===== src/rtl/radio_slot_sequencer.sv =====
// radio_slot_sequencer: TX/RX burst sequencer for BTradio; define RADIO_SEQ_RR_EN for round-robin arbitration
module radio_slot_sequencer #(
   parameter int FK_W    = 7,
   parameter int SETUP_W = 10,
   parameter int LEN_W   = 12
) (
   input  logic               clk_6M,
   input  logic               rst,
   input  logic               p_1us,
   input  logic [SETUP_W-1:0] regi_pllsetuptime,
   input  logic               tx_req,
   input  logic               rx_req,
   input  logic [FK_W-1:0]    tx_fk,
   input  logic [FK_W-1:0]    rx_fk,
   input  logic [LEN_W-1:0]   tx_len,
   input  logic [LEN_W-1:0]   rx_len,
   input  logic               cancel_p,
   output logic               tx_grant_p,
   output logic               rx_grant_p,
   output logic [FK_W-1:0]    radio_fk,
   output logic               loadfreq_p,
   output logic               txen,
   output logic               rxen,
   output logic               busy,
   output logic               done_p,
   output logic               abort_p
);
   localparam int CNT_W = (LEN_W > SETUP_W) ? LEN_W : SETUP_W;
   typedef enum logic [2:0] {IDLE, LOAD, SETTLE, ACTIVE, DONE} state_t;
   state_t           state, state_d;
   logic [CNT_W-1:0] cnt, cnt_d;
   logic [LEN_W-1:0] len_q, len_d;
   logic [FK_W-1:0]  fk_d;
   logic             dir_q, dir_d;
   logic             pick_tx, start, cancel_hit;
`ifdef RADIO_SEQ_RR_EN
   logic rr_rx;
   assign pick_tx = tx_req && !(rx_req && rr_rx);
   always_ff @(posedge clk_6M or posedge rst)
      if (rst) rr_rx <= 1'b0;
      else if (start && tx_req && rx_req) rr_rx <= !rr_rx;
`else
   assign pick_tx = tx_req;
`endif
   assign start      = (state == IDLE) && !done_p && (tx_req || rx_req);
   assign cancel_hit = cancel_p && (state != IDLE) && (state != DONE);
   assign dir_d      = start ? pick_tx : dir_q;
   assign len_d      = start ? (pick_tx ? tx_len : rx_len) : len_q;
   assign fk_d       = start ? (pick_tx ? tx_fk : rx_fk) : radio_fk;
   always_comb begin
      state_d = state;
      cnt_d   = cnt;
      case (state)
         IDLE: state_d = start ? LOAD : IDLE;
         LOAD: begin
            state_d = SETTLE;
            cnt_d   = '0;
         end
         SETTLE:
            if (cnt >= CNT_W'(regi_pllsetuptime)) begin
               state_d = (len_q == '0) ? DONE : ACTIVE;
               cnt_d   = '0;
            end else if (p_1us) cnt_d = cnt + CNT_W'(1);
         ACTIVE:
            if (cnt == CNT_W'(len_q)) state_d = DONE;
            else if (p_1us) cnt_d = cnt + CNT_W'(1);
         default: state_d = IDLE;
      endcase
      if (cancel_hit) state_d = IDLE;
   end
   always_ff @(posedge clk_6M or posedge rst)
      if (rst) begin
         state      <= IDLE;
         cnt        <= '0;
         len_q      <= '0;
         dir_q      <= 1'b0;
         radio_fk   <= '0;
         tx_grant_p <= 1'b0;
         rx_grant_p <= 1'b0;
         loadfreq_p <= 1'b0;
         txen       <= 1'b0;
         rxen       <= 1'b0;
         busy       <= 1'b0;
         done_p     <= 1'b0;
         abort_p    <= 1'b0;
      end else begin
         state      <= state_d;
         cnt        <= cnt_d;
         len_q      <= len_d;
         dir_q      <= dir_d;
         radio_fk   <= fk_d;
         tx_grant_p <= start && pick_tx;
         rx_grant_p <= start && !pick_tx;
         loadfreq_p <= start;
         txen       <= (state_d == ACTIVE) && dir_q;
         rxen       <= (state_d == ACTIVE) && !dir_q;
         busy       <= state_d != IDLE;
         done_p     <= state == DONE;
         abort_p    <= cancel_hit;
      end
endmodule


===== config.mk =====
export PLATFORM = sky130hd
export DESIGN_NAME = radio_slot_sequencer
export DESIGN_NICKNAME = d
export VERILOG_FILES = /design/src/rtl/radio_slot_sequencer.sv
export SDC_FILE = /design/constraint.sdc
export NUM_CORES = 1
export LEC_CHECK = 0
export CAP_MARGIN = 20
export CORE_ASPECT_RATIO = 0.8
export CORE_MARGIN = 5
export CORE_UTILIZATION = 32
export CTS_CLUSTER_SIZE = 25
export DETAILED_ROUTE_END_ITERATION = 7
export GPL_ROUTABILITY_DRIVEN = 0
export HOLD_SLACK_MARGIN = 0.05
export PLACE_DENSITY_LB_ADDON = 0.3
export SYNTH_ARGS = -nofsm -noshare
export SYNTH_HDL_FRONTEND = slang
export SYNTH_SLANG_ARGS = --single-unit

===== constraint.sdc =====
create_clock -name clk_6M -period 2.7 [get_ports clk_6M]
set_input_delay 0.405 -clock clk_6M [delete_from_list [all_inputs] [get_ports clk_6M]]
set_output_delay 0.405 -clock clk_6M [all_outputs]
set_load 0.1 [all_outputs]

==> flow_metrics.env <==
export IMPL_status="completed"
export IMPL_async_reset_ff_share_pct=100
export IMPL_grt_max_degree=25
export IMPL_r2r_end="txen"
export IMPL_path_buf_inv=3
export IMPL_synth_area_leaders="dfrtp_1, a22oi_1, o21ai_0"
export IMPL_tightest_slew_ns=0.723
export IMPL_start_util_pct=32.9
export IMPL_overflow=0
export IMPL_core_area_mm2=0.00795
export IMPL_synth_edf_count=0
export IMPL_use_met3_pct=2.41
export IMPL_ios=69
export IMPL_numCtsBuffers=5
export IMPL_synthSimpleGateAreaFrac_pct=19.4
export IMPL_synthXorXnorAreaFrac_pct=4.02
export IMPL_clockBufferDepth=2
export IMPL_crit_arrival_ns=2.64
export IMPL_min_path_type="input pin to asynchronous set/reset pin"
export IMPL_yosysTopAreaCell="dfrtp_1"
export IMPL_syn_area_mm2=0.00261
export IMPL_vias=2452
export IMPL_place_ws_ns=-0.0444
export IMPL_wirelength_um=7270
export IMPL_r2r_start="cnt[7]"
export IMPL_grt_busiest_layer="met2"
export IMPL_peakVddDrop_mv=0.540
export IMPL_grt_met1_usage_pct=20.3
export IMPL_vias_per_cell=5.30
export IMPL_cts_hold_buf=0
export IMPL_cpPeakStageDelay_ns=0.47
export IMPL_numPortBuffers=68
export IMPL_power_leakage_nw=1.47
export IMPL_htreeDepth=2
export IMPL_antenna_found_initial=0
export IMPL_rsz0062_at_grt="false"
export IMPL_maxCapViolations=0
export IMPL_start_kind="input pin"
export IMPL_die_x_um=111
export IMPL_path_cells="clkdlybuf4s50_1 -> inv_1 -> ha_1 -> nand4_1 -> nor4_1 -> a311oi_1 -> buf_4 -> o311a_1 -> a211oi_1"
export IMPL_synth_fp_nets=352
export IMPL_synth_area_mux_share_pct=0
export IMPL_cts_root_buf="clkbuf_8"
export IMPL_synth_cells=287
export IMPL_drt_iter0_drc=128
export IMPL_finalCritPeriodShare_pct=90.4
export IMPL_yosysTopAreaCellShare_pct=41.2
export IMPL_drc_errors=0
export IMPL_worstRegToRegCells=7
export IMPL_setup_viol=0
export IMPL_placed_cells=456
export IMPL_seq_area_frac_synth_pct=41.2
export IMPL_drive_gt1_share_pct=10.7
export IMPL_dr_pass1_iters=5
export IMPL_grt_pass1_wl_um=12200
export IMPL_ys_top_cells_by_count="dfrtp_1, a22oi_1, o21ai_0"
export IMPL_post_cts_setup_buffers=0
export IMPL_grtUsageTotal_pct=14.6
export IMPL_wl_per_cell_um=15.7
export IMPL_clock_sinks=43
export IMPL_end_kind="flop"
export IMPL_die_h_um=90.8
export IMPL_synth_seq_cells=43
export IMPL_die_area_mm2=0.0101
export IMPL_utilization_pct=44.3
export IMPL_drv_slew=0
export IMPL_cp_required_ns=2.90
export IMPL_critPathSlowestCell="clkdlybuf4s50_1"
export IMPL_cp_top_family="compound AO/OA/AOI/OAI gates"
export IMPL_worstPathMaxFanout=3
export IMPL_rows=29
export IMPL_p_per_area_mw_per_mm2=956
export IMPL_ant_nets=0
export IMPL_yosysMostFrequentCell="dfrtp_1"
export IMPL_synth_ff_type="dfrtp_1"
export IMPL_min_period_ns=2.44
export IMPL_layoutNonFillerInstCount=463
export IMPL_syn_mean_instance_area_um2=9.10
export IMPL_yosys_warnings=0
export IMPL_clk_pin_slew_worst_paths_ns=0.08
export IMPL_nets=420
export IMPL_tritoncts="yes"
export IMPL_power_total_w=0.00337
export IMPL_synth_compound_area_share_pct=24.5
export IMPL_synth_top_family_by_area="compound AO/OA/AOI/OAI gates"
export IMPL_clock_fmax_mhz=410
export IMPL_regToRegSetupSlack_ns=0.36
export IMPL_skew_ns=0.00673
export IMPL_synthAdderAreaFrac_pct=5.27
export IMPL_use_met2_pct=23.5
export IMPL_synth_distinct_cells=39
export IMPL_grt_pass1_vias=2506
export IMPL_diodes=0
export IMPL_ctsResizeCount=0
export IMPL_worst_slack_ns=0.259
export IMPL_crit_type="input pin to flop"
export IMPL_syn_to_final_growth_pct=34.9
export IMPL_finalHoldViolations=0
export IMPL_hpwl_um=5530
export IMPL_clkLatencyLatePin_ns=0.30
export IMPL_max_slew_margin_pct=51.7
cells by family (layout without fill, tap and decap cells):
family	after synthesis	after routing
AO/OA/AOI/OAI	97	97
XOR/XNOR	12	12
adder cells (fa/ha/maj)	11	11
buffers and inverters	37	105
flip-flops	43	43
AND/OR/NAND/NOR	87	87
area by class of cell:
| type | instances | area (µm²) |
|---|---|---|
| tap | 108 | 135 |
| clock inverter | 1 | 30.0 |
| timing repair buffer | 80 | 746 |
| clock buffer | 6 | 72.6 |
| fill | 759 | 4420 |
| sequential | 43 | 1080 |
| inverter | 18 | 67.6 |
| multi-input combinational | 207 | 1400 |
layer usage:
layer  share of wire (%)  routed length [µm]
met1                  48                3490
met3                 4.3                 314
met5                   0                   0
met2                  46                3370
met4                 1.3                  94
worst register-to-register path, stage by stage (launching register included):
cell	delay [ns]
dfrtp_1	0.46
ha_1	0.33
nand4_1	0.12
nor4_1	0.31
a311oi_1	0.21
buf_4	0.19
o311a_1	0.37
a211oi_1	0.25
where the power goes:
group	switching [W]	internal (W)
logic	0.00120	0.000591
clock network	0.000221	0.000271
registers	0.000227	0.000857
worst max-delay path by stage:
stage,endpoint,slack [ns],startpoint,cells after the start
final,txen,0.26,regi_pllsetuptime[9],9
after global routing,txen,0.18,regi_pllsetuptime[7],9
after CTS,txen,0.28,regi_pllsetuptime[9],9
after global placement,rxen,0.12,regi_pllsetuptime[7],9
after floorplan,radio_fk[0],0.57,done_p,6
after detailed placement,txen,-0.04,regi_pllsetuptime[9],9
stage by stage:
stage	setup TNS (ns)	hold WS (ns)	area [µm²]
finish	0	0.319	3520
global route	0	0.360	3520
CTS	0	0.321	3520
detailed placement	-0.0444	0.461	3420
global placement	0	0.450	3400
floorplan	0	0.427	2610
placed cells by master (no fill, tap or decap), types with 2 or more instances in the layout:
master	Yosys	layout
clkdlybuf4s50_1	0	53
xnor2_1	12	12
or2_2	2	2
clkbuf_8	0	5
nand2b_1	3	3
dfrtp_1	43	43
or3_1	6	6
nand4_1	9	9
a211oi_1	3	3
ha_1	11	11
nor4_2	1	2
nor2b_1	18	18
a21o_1	2	2
nor2_1	8	8
o31ai_1	8	8
nand3_1	3	3
nor3b_1	2	2
a31oi_1	15	15
nand2_1	13	13
a22oi_1	30	30
o21ai_0	29	29
buf_4	0	26
inv_1	18	17
nor4_1	6	5
or4_1	7	7
nor3_1	4	4
o21ai_1	2	2
flip-flops by register name, indices dropped and copies added (netlist names), 3 cells and up:
register	cells
len_q	12
radio_fk	7
state	3
cnt	12
Power figures use the tool's default switching activity.
